==> src/rtl/led_scan_controller.sv <==
// LED array column scan front end.
// Walks the column index through 0..N-1 with a blanking gap and a drive
// dwell per column, and double-buffers the displayed grid so that a new
// generation from the stepper only becomes visible at a frame boundary.
module led_scan_controller #(
  parameter int N            = 8,
  parameter int DWELL_CYCLES = 1000,
  parameter int BLANK_CYCLES = 2
) (
  input  logic                 clk,
  input  logic                 rst_n,
  input  logic [N*N-1:0]       cells_in,
  input  logic                 cells_valid,
  output logic                 cells_ready,
  output logic                 ena,
  output logic [$clog2(N):0]   x,
  output logic [N*N-1:0]       cells,
  output logic                 frame_start
);

  localparam int XW   = $clog2(N) + 1;
  localparam int MAXC = (DWELL_CYCLES > BLANK_CYCLES) ? DWELL_CYCLES : BLANK_CYCLES;
  localparam int CW   = (MAXC > 1) ? $clog2(MAXC) : 1;

  // Elaboration-time parameter sanity checks; no hardware is produced.
  initial begin
    if (N < 1 || N > 8)    $error("led_scan_controller: N=%0d outside 1..8", N);
    if (DWELL_CYCLES < 1)  $error("led_scan_controller: DWELL_CYCLES must be >= 1");
    if (BLANK_CYCLES < 1)  $error("led_scan_controller: BLANK_CYCLES must be >= 1");
  end

  typedef enum logic {
    ST_BLANK,
    ST_DRIVE
  } state_e;

  state_e         state_q, state_d;
  logic [CW-1:0]  cnt_q, cnt_d;
  logic [XW-1:0]  x_q, x_d;
  logic [N*N-1:0] cells_q, cells_d;
  logic [N*N-1:0] pend_q, pend_d;
  logic           pend_full_q, pend_full_d;
  logic           fs_q, fs_d;
  logic           wrap;
  logic           xfer;

  // Scan FSM: phase counter, column advance and frame wrap detection.
  always_comb begin
    state_d = state_q;
    cnt_d   = cnt_q + CW'(1);
    x_d     = x_q;
    wrap    = 1'b0;
    case (state_q)
      ST_BLANK: begin
        if (cnt_q == CW'(BLANK_CYCLES - 1)) begin
          state_d = ST_DRIVE;
          cnt_d   = '0;
        end
      end
      ST_DRIVE: begin
        if (cnt_q == CW'(DWELL_CYCLES - 1)) begin
          state_d = ST_BLANK;
          cnt_d   = '0;
          if (x_q == XW'(N - 1)) begin
            x_d  = '0;
            wrap = 1'b1;
          end else begin
            x_d = x_q + XW'(1);
          end
        end
      end
      default: begin
        state_d = ST_BLANK;
        cnt_d   = '0;
      end
    endcase
  end

  // Grid buffering: accept into pending when empty, swap into display on wrap.
  // Swap and transfer are mutually exclusive because ready is low while full.
  always_comb begin
    xfer        = cells_valid && !pend_full_q;
    pend_d      = pend_q;
    pend_full_d = pend_full_q;
    cells_d     = cells_q;
    fs_d        = wrap;
    if (wrap && pend_full_q) begin
      cells_d     = pend_q;
      pend_full_d = 1'b0;
    end else if (xfer) begin
      pend_d      = cells_in;
      pend_full_d = 1'b1;
    end
  end

  // State and datapath registers with asynchronous active-low reset.
  always_ff @(posedge clk or negedge rst_n) begin
    if (!rst_n) begin
      state_q     <= ST_BLANK;
      cnt_q       <= '0;
      x_q         <= '0;
      cells_q     <= '0;
      pend_q      <= '0;
      pend_full_q <= 1'b0;
      fs_q        <= 1'b0;
    end else begin
      state_q     <= state_d;
      cnt_q       <= cnt_d;
      x_q         <= x_d;
      cells_q     <= cells_d;
      pend_q      <= pend_d;
      pend_full_q <= pend_full_d;
      fs_q        <= fs_d;
    end
  end

  // Outputs come straight from registered state.
  always_comb begin
    ena         = (state_q == ST_DRIVE);
    x           = x_q;
    cells       = cells_q;
    cells_ready = !pend_full_q;
    frame_start = fs_q;
  end

endmodule

==> config.mk <==
export PLATFORM = sky130hd
export DESIGN_NAME = led_scan_controller
export DESIGN_NICKNAME = d
export VERILOG_FILES = /design/src/rtl/led_scan_controller.sv
export SDC_FILE = /design/constraint.sdc
export NUM_CORES = 1
export LEC_CHECK = 0
export ABC_CLOCK_PERIOD_IN_PS = 2700
export CORE_UTILIZATION = 53
export CTS_CLUSTER_SIZE = 40
export DETAILED_ROUTE_END_ITERATION = 10
export GPL_ROUTABILITY_DRIVEN = 0
export MAX_ROUTING_LAYER = met4
export PLACE_DENSITY = 0.83
export SYNTH_ARGS = -nofsm -noshare
export SYNTH_HDL_FRONTEND = slang
export SYNTH_SLANG_ARGS = --single-unit
==> constraint.sdc <==
create_clock -name clk -period 2.7 [get_ports clk]
set_input_delay 0.54 -clock clk [delete_from_list [all_inputs] [get_ports clk]]
set_output_delay 0.54 -clock clk [all_outputs]
set_load 0.02 [all_outputs]
==> results.json, run 1 <==
{
  "status": "finished clean",
  "clock-root-buffer": "clkbuf_8",
  "cts_hold_buf": 0,
  "via_count": 3382,
  "antenna_cells": 0,
  "clk_pin_slew_worst_paths_ns": 0.06,
  "port_buffers": 137,
  "start_util": 0.546,
  "syn_area_per_cell_sq_um": 16.1,
  "ys.warnings.count": 0,
  "cts-resized-gates": 0,
  "synth.most_common_cell": "dfrtp_1",
  "grt_overflow": 0,
  "worst-endpoint-required_ns": 2.16,
  "fin_crit_sh": 0.795,
  "synth-edff-count": 0,
  "grt_pass1_vias": 3684,
  "synth_cell_types": 32,
  "fp.dieArea_sq_um": 11000,
  "ys_seq_area_frac": 0.644,
  "ir_worst_vdd_mv": 0.518,
  "path_depth": 1,
  "hp-class": "primary input to async pin",
  "worst_slew_pin_slew_ns": 0.658,
  "arrival_ns": 1.61,
  "cts_tree": "done",
  "post_cts.repair.setup_buffers": 0,
  "row_count": 37,
  "cp-end-kind": "output pin",
  "drv_cap": 0,
  "yosys-top-cells-count": "dfrtp_1 (145), mux2_2 (82), mux2_1 (49)",
  "io_pins": 138,
  "grt_pass1_wl_um": 18200,
  "top_usage_layer": "met2",
  "synth_area_leaders": "dfrtp_1 (64%), mux2_2 (16%), mux2_1 (9.8%), buf_6 (1.0%), nor4_4 (0.76%)",
  "dpl.hpwl_um": 7320,
  "start_kind": "flop",
  "critPathSlowestCell": "clkdlybuf4s50_1",
  "first_pass_iters": 4,
  "rsz0062_at_grt": "no",
  "die_x_um": 105,
  "core-area_sq_um": 10300,
  "synth_top_area_cell": "dfrtp_1",
  "crit_type": "flop to output pin",
  "numCtsBuffers": 17,
  "viasPerCell": 5.24,
  "drt_iter0_markers": 188,
  "use_met2": 0.360,
  "setup_violations": 0,
  "cts_sinks": 145,
  "grt_max_degree": 75,
  "cpLargestDelayFamily": "buffers and inverters",
  "async_reset_ff_frac": 1.00,
  "critPathMaxFanout": 4,
  "ys_ff_latch": 145,
  "cpPeakStageDelay_ns": 0.66,
  "max_freq_mhz": 466,
  "grt_usage": 0.221,
  "powerDensity_nw_per_um2": 619,
  "hold_viol": 0,
  "fin_ws_ns": 0.553,
  "drc": 0,
  "drive_gt1_frac": 0.250,
  "fin_skew_ns": 0.0112,
  "syn-cell-area_sq_um": 5630,
  "antenna_found_initial": 0,
  "routed_wirelength_um": 11100,
  "syn_nets": 419,
  "wire_per_inst_um": 17.2,
  "die_h_um": 105,
  "p_leak_nw": 3.55,
  "syn-instance-count": 349,
  "setup_tns_ns": 0,
  "clock_latency_ns": 0.51,
  "period_needed_ns": 2.15,
  "ant_nets": 0,
  "reg2regPathDepth": 5,
  "relSlewSlack": 0.561,
  "drv_slew": 0,
  "final_net_count": 567,
  "grt_util_met3": 0.0568,
  "cts-htree-levels": 4,
  "critPathBufInv": 1,
  "syn2layout_area_growth_pct": 37.1,
  "synth_ff_type": "dfrtp_1",
  "yosys.area.top_type_share": 0.644,
  "grt_use_met1": 0.276,
  "dp_worst_setup_slack_ns": 0.640,
  "clock_path_buffers": 2,
  "crit_chain": "clkdlybuf4s50_1",
  "fillers": 665
}
per-stage QoR:
step,hold WS [ns],cell area (sq um),instances,power [W],util
6_report,0.0357,7720,645,0.00477,0.748
5_1_grt,0.0636,7720,645,0.00495,0.748
4_1_cts,0.0473,7720,645,0.00482,0.748
3_5_place_dp,0.474,7160,614,0.00263,0.694
3_3_place_gp,0.463,7160,614,0.00261,0.694
2_1_floorplan,0.244,5630,349,0.00246,-
logic make-up (layout without fill, tap and decap cells):
logic type	count (synthesis)	in the layout	share of synthesized area
compound gates	12	12	0.0149
buf+inv	20	180	0.0224
mux	131	131	0.262
flops	145	145	0.644
fa+ha+maj	3	3	0.00667
simple gates	34	34	0.0435
xor+xnor	4	4	0.00622
path summary, 6_finish.rpt:
kind | startpoint | end | slack (ns)
setup / recovery | ena$_DFF_PN0_ | ena | 0.55
hold / removal | rst_n | pend_q[6]$_DFFE_PN0P_ | 0.04
min in group clk | cells[22]$_DFFE_PN0P_ | cells[22]$_DFFE_PN0P_ | 0.48
hold reg to reg | cells[22]$_DFFE_PN0P_ | cells[22]$_DFFE_PN0P_ | 0.48
max in group asynchronous | rst_n | cells[44]$_DFFE_PN0P_ | 1.91
setup reg to reg | cnt_q[0]$_DFF_PN0_ | cells[17]$_DFFE_PN0P_ | 0.63
flip-flops by register name, indices dropped and copies added, names as in the netlist:
name / count
pend_q: 64
pend_full_q: 1
ena: 1
cells: 64
frame_start: 1
cnt_q: 10
x: 4
power breakdown:
group	leakage, nW	internal, W	switching, W
clock network	0.263	0.00131	0.000879
registers	1.89	0.00229	0.0000547
logic	1.39	0.000167	0.0000809
per-layer routing:
| metal | share of wire | vias to the layer above |
|---|---|---|
| met5 | 0 | - |
| met1 | 0.44 | 1734 |
| li1 | - | 1547 |
| met3 | 0.044 | 6 |
| met4 | 0.0082 | 0 |
| met2 | 0.51 | 95 |
final cells by class:
type                            instances  area [sq um]  share of cell area
Tap cell                              136           170              0.0220
Timing Repair Buffer                  144          1460               0.189
Multi-Input combinational cell        184          1880               0.244
Inverter                                5          18.8             0.00243
Clock buffer                           18           418              0.0541
Clock inverter                         13           136              0.0177
Sequential cell                       145          3630               0.470
cells in the final DEF (no fill, tap or decap), drive strengths merged, types with 4 or more instances in the layout:
master         netlist  final
clkinvlp             0      4
clkinv               0      5
buf                 14      8
nor2                 4      4
clkdlybuf4s50        0    136
inv                  5      7
a211oi               5      5
dfrtp              145    145
mux2               131    131
clkbuf               1     18
nor4                 4      4
nor3                 5      5
nand3                4      4
No activity file was read; power rests on OpenSTA's default activity.
==> run 2, diff against run 1 <==
==> config.mk (replaced) <==
export PLATFORM = sky130hd
export DESIGN_NAME = led_scan_controller
export DESIGN_NICKNAME = d
export VERILOG_FILES = /design/src/rtl/led_scan_controller.sv
export SDC_FILE = /design/constraint.sdc
export NUM_CORES = 1
export LEC_CHECK = 0
export ABC_CLOCK_PERIOD_IN_PS = 1900
export CORE_UTILIZATION = 44
export CTS_CLUSTER_SIZE = 40
export DETAILED_ROUTE_END_ITERATION = 10
export GPL_ROUTABILITY_DRIVEN = 0
export MAX_ROUTING_LAYER = met4
export PLACE_DENSITY = 0.73
export SYNTH_ARGS = -nofsm -noshare
export SYNTH_HDL_FRONTEND = slang
export SYNTH_SLANG_ARGS = --single-unit
==> constraint.sdc (replaced) <==
create_clock -name clk -period 1.9 [get_ports clk]
set_input_delay 0.38 -clock clk [delete_from_list [all_inputs] [get_ports clk]]
set_output_delay 0.38 -clock clk [all_outputs]
set_load 0.02 [all_outputs]
==> run 2 against run 1 <==
Design area grew 5.1%. Count of clock-buffer cells in the layout grew 1. Final cell count grew 9.0%. Clock power grew 44%. Power grew 43%. First-iteration DRC count shrank 40%. Wire length grew 9.2%. Die area grew 20%. Largest cell class unchanged. Largest power group unchanged.
==> results.json, run 2 (synthesis gave the netlist of run 1 again) <==
{
  "status": "finished clean",
  "relSlewSlack": 0.726,
  "drv_slew": 0,
  "hold_viol": 0,
  "fp.dieArea_sq_um": 13300,
  "final_core_util": 0.662,
  "final_cell_mix": "dfrtp_1 (145), clkdlybuf4s50_1 (130), mux2_2 (82)",
  "critPathMaxFanout": 15,
  "antenna_cells": 0,
  "numCtsBuffers": 17,
  "path_depth": 6,
  "dp_worst_setup_slack_ns": 0.00417,
  "start_kind": "flop",
  "drc": 0,
  "period_needed_ns": 1.82,
  "cts-htree-levels": 4,
  "io_pins": 138,
  "wire_per_inst_um": 17.3,
  "row_count": 40,
  "worst-endpoint-required_ns": 2.19,
  "fin_crit_sh": 0.960,
  "cpPeakStageDelay_ns": 0.40,
  "p_leak_nw": 3.77,
  "port_buffers": 137,
  "ir_worst_vdd_mv": 0.564,
  "r2r_end": "cells[35]$_DFFE_PN0P_",
  "die_h_um": 115,
  "grt_pass1_wl_um": 18900,
  "fin_ws_ns": 0.0768,
  "powerDensity_nw_per_um2": 843,
  "cts_sinks": 145,
  "crit_chain": "ha_4 > nand2_4 > nor4_4 > buf_6 > buf_12 > mux2_1",
  "die_x_um": 115,
  "grt_use_met1": 0.242,
  "multi_input_area_sq_um": 1920,
  "grt_max_degree": 44,
  "fin_skew_ns": 0.00792,
  "first_pass_iters": 4,
  "clock-root-buffer": "clkbuf_16",
  "fillers": 901,
  "grt_overflow": 0,
  "start_util": 0.459,
  "cp-end-kind": "flop",
  "clock_latency_ns": 0.42,
  "r2r_start": "cnt_q[1]$_DFF_PN0_",
  "endpoint": "cells[35]$_DFFE_PN0P_",
  "top_usage_layer": "met2",
  "grt_usage": 0.199,
  "rsz0062_at_grt": "yes",
  "cts_tree": "done",
  "setup.worst_path.start": "cnt_q[1]$_DFF_PN0_",
  "clock_path_buffers": 2,
  "viasPerCell": 4.99,
  "critPathSlowestCell": "dfrtp_1",
  "crit_type": "flop to flop",
  "reg2reg_setup_slack_ns": 0.08,
  "drv_cap": 0,
  "grt_pass1_vias": 3765,
  "hp-class": "primary input to async pin",
  "via_count": 3508,
  "reg2regPathDepth": 6,
  "use_met2": 0.306,
  "drive_gt1_frac": 0.290,
  "dpl.hpwl_um": 7840,
  "setup_violations": 0,
  "power_w": 0.00684,
  "cpLargestDelayFamily": "buffers and inverters",
  "syn2layout_area_growth_pct": 44.0,
  "worst_slew_pin_slew_ns": 0.412,
  "ant_nets": 0,
  "clk_pin_slew_worst_paths_ns": 0.06,
  "critPathBufInv": 2,
  "routed_wirelength_um": 12100,
  "layout_commonest_cell": "dfrtp_1",
  "drt_iter0_markers": 113,
  "arrival_ns": 2.11,
  "ff_latch_area_sq_um": 3630,
  "core-area_sq_um": 12300,
  "antenna_found_initial": 0,
  "grt_util_met3": 0.0733,
  "final_net_count": 593,
  "max_freq_mhz": 548
}
==> run 2: cell count changes in the layout (fill, tap and decap cells not counted), sizes merged <==
cell | before | now
clkinv | 5 | 7
dlygate4sd2 | 0 | 4
dlygate4sd3 | 0 | 1
dlymetal6s2s | 0 | 2
clkdlybuf4s50 | 136 | 130
clkinvlp | 4 | 3
clkbuf | 18 | 22
buf | 8 | 30
inv | 7 | 5
==> run 2: worst min-delay path by stage <==
stage / endpoint / slack [ns] / cells past startpoint
final: pend_q[59]$_DFFE_PN0P_ / 0.45 / 2
after global routing: pend_q[59]$_DFFE_PN0P_ / 0.47 / 2
after CTS: cells[50]$_DFFE_PN0P_ / 0.45 / 2
after detailed placement: cells[54]$_DFFE_PN0P_ / 0.33 / 1
after global placement: cells[54]$_DFFE_PN0P_ / 0.32 / 1
after floorplan: cells[0]$_DFFE_PN0P_ / 0.08 / 0
==> run 2: per-layer routing <==
layer / vias to the layer above / share of wire
li1: 1611 / -
met1: 1780 / 0.45
met4: 0 / 0.016
met3: 16 / 0.059
met5: - / 0
met2: 101 / 0.48
==> run 2: layout make-up <==
cell class	count	share of cell area
clock buffers	19	0.0546
clock inverters	12	0.0145
inverters	5	0.00231
multi-input cells	184	0.237
flip-flops and latches	145	0.447
well taps	168	0.0259
repair buffers	170	0.219
==> run 2: through the flow <==
| stage | area (sq um) | TNS (ns) | cells | hold slack [ns] |
|---|---|---|---|---|
| 3_3_place_gp | 7380 | 0 | 665 | 0.319 |
| 3_5_place_dp | 7380 | 0 | 665 | 0.330 |
| 4_1_cts | 7960 | 0 | 698 | 0.454 |
| 2_1_floorplan | 5630 | 0 | 349 | 0.0844 |
| 5_1_grt | 8110 | -0.000668 | 703 | 0.472 |
| 6_report | 8110 | 0 | 703 | 0.448 |
==> run 2: repair_timing <==
action	CTS	global route
gates resized for setup	4	10
hold buffers	1	0
endpoints found under the setup margin	21	66
buffers inserted	1	0
hold endpoints to repair	37	0
pin swaps	1	0
cloned	0	5
==> run 2: power breakdown <==
group / leakage [nW] / switching (W) / internal, W
combinational: 1.60 / 0.000118 / 0.000245
clock: 0.274 / 0.00122 / 0.00194
sequential: 1.89 / 0.0000765 / 0.00325
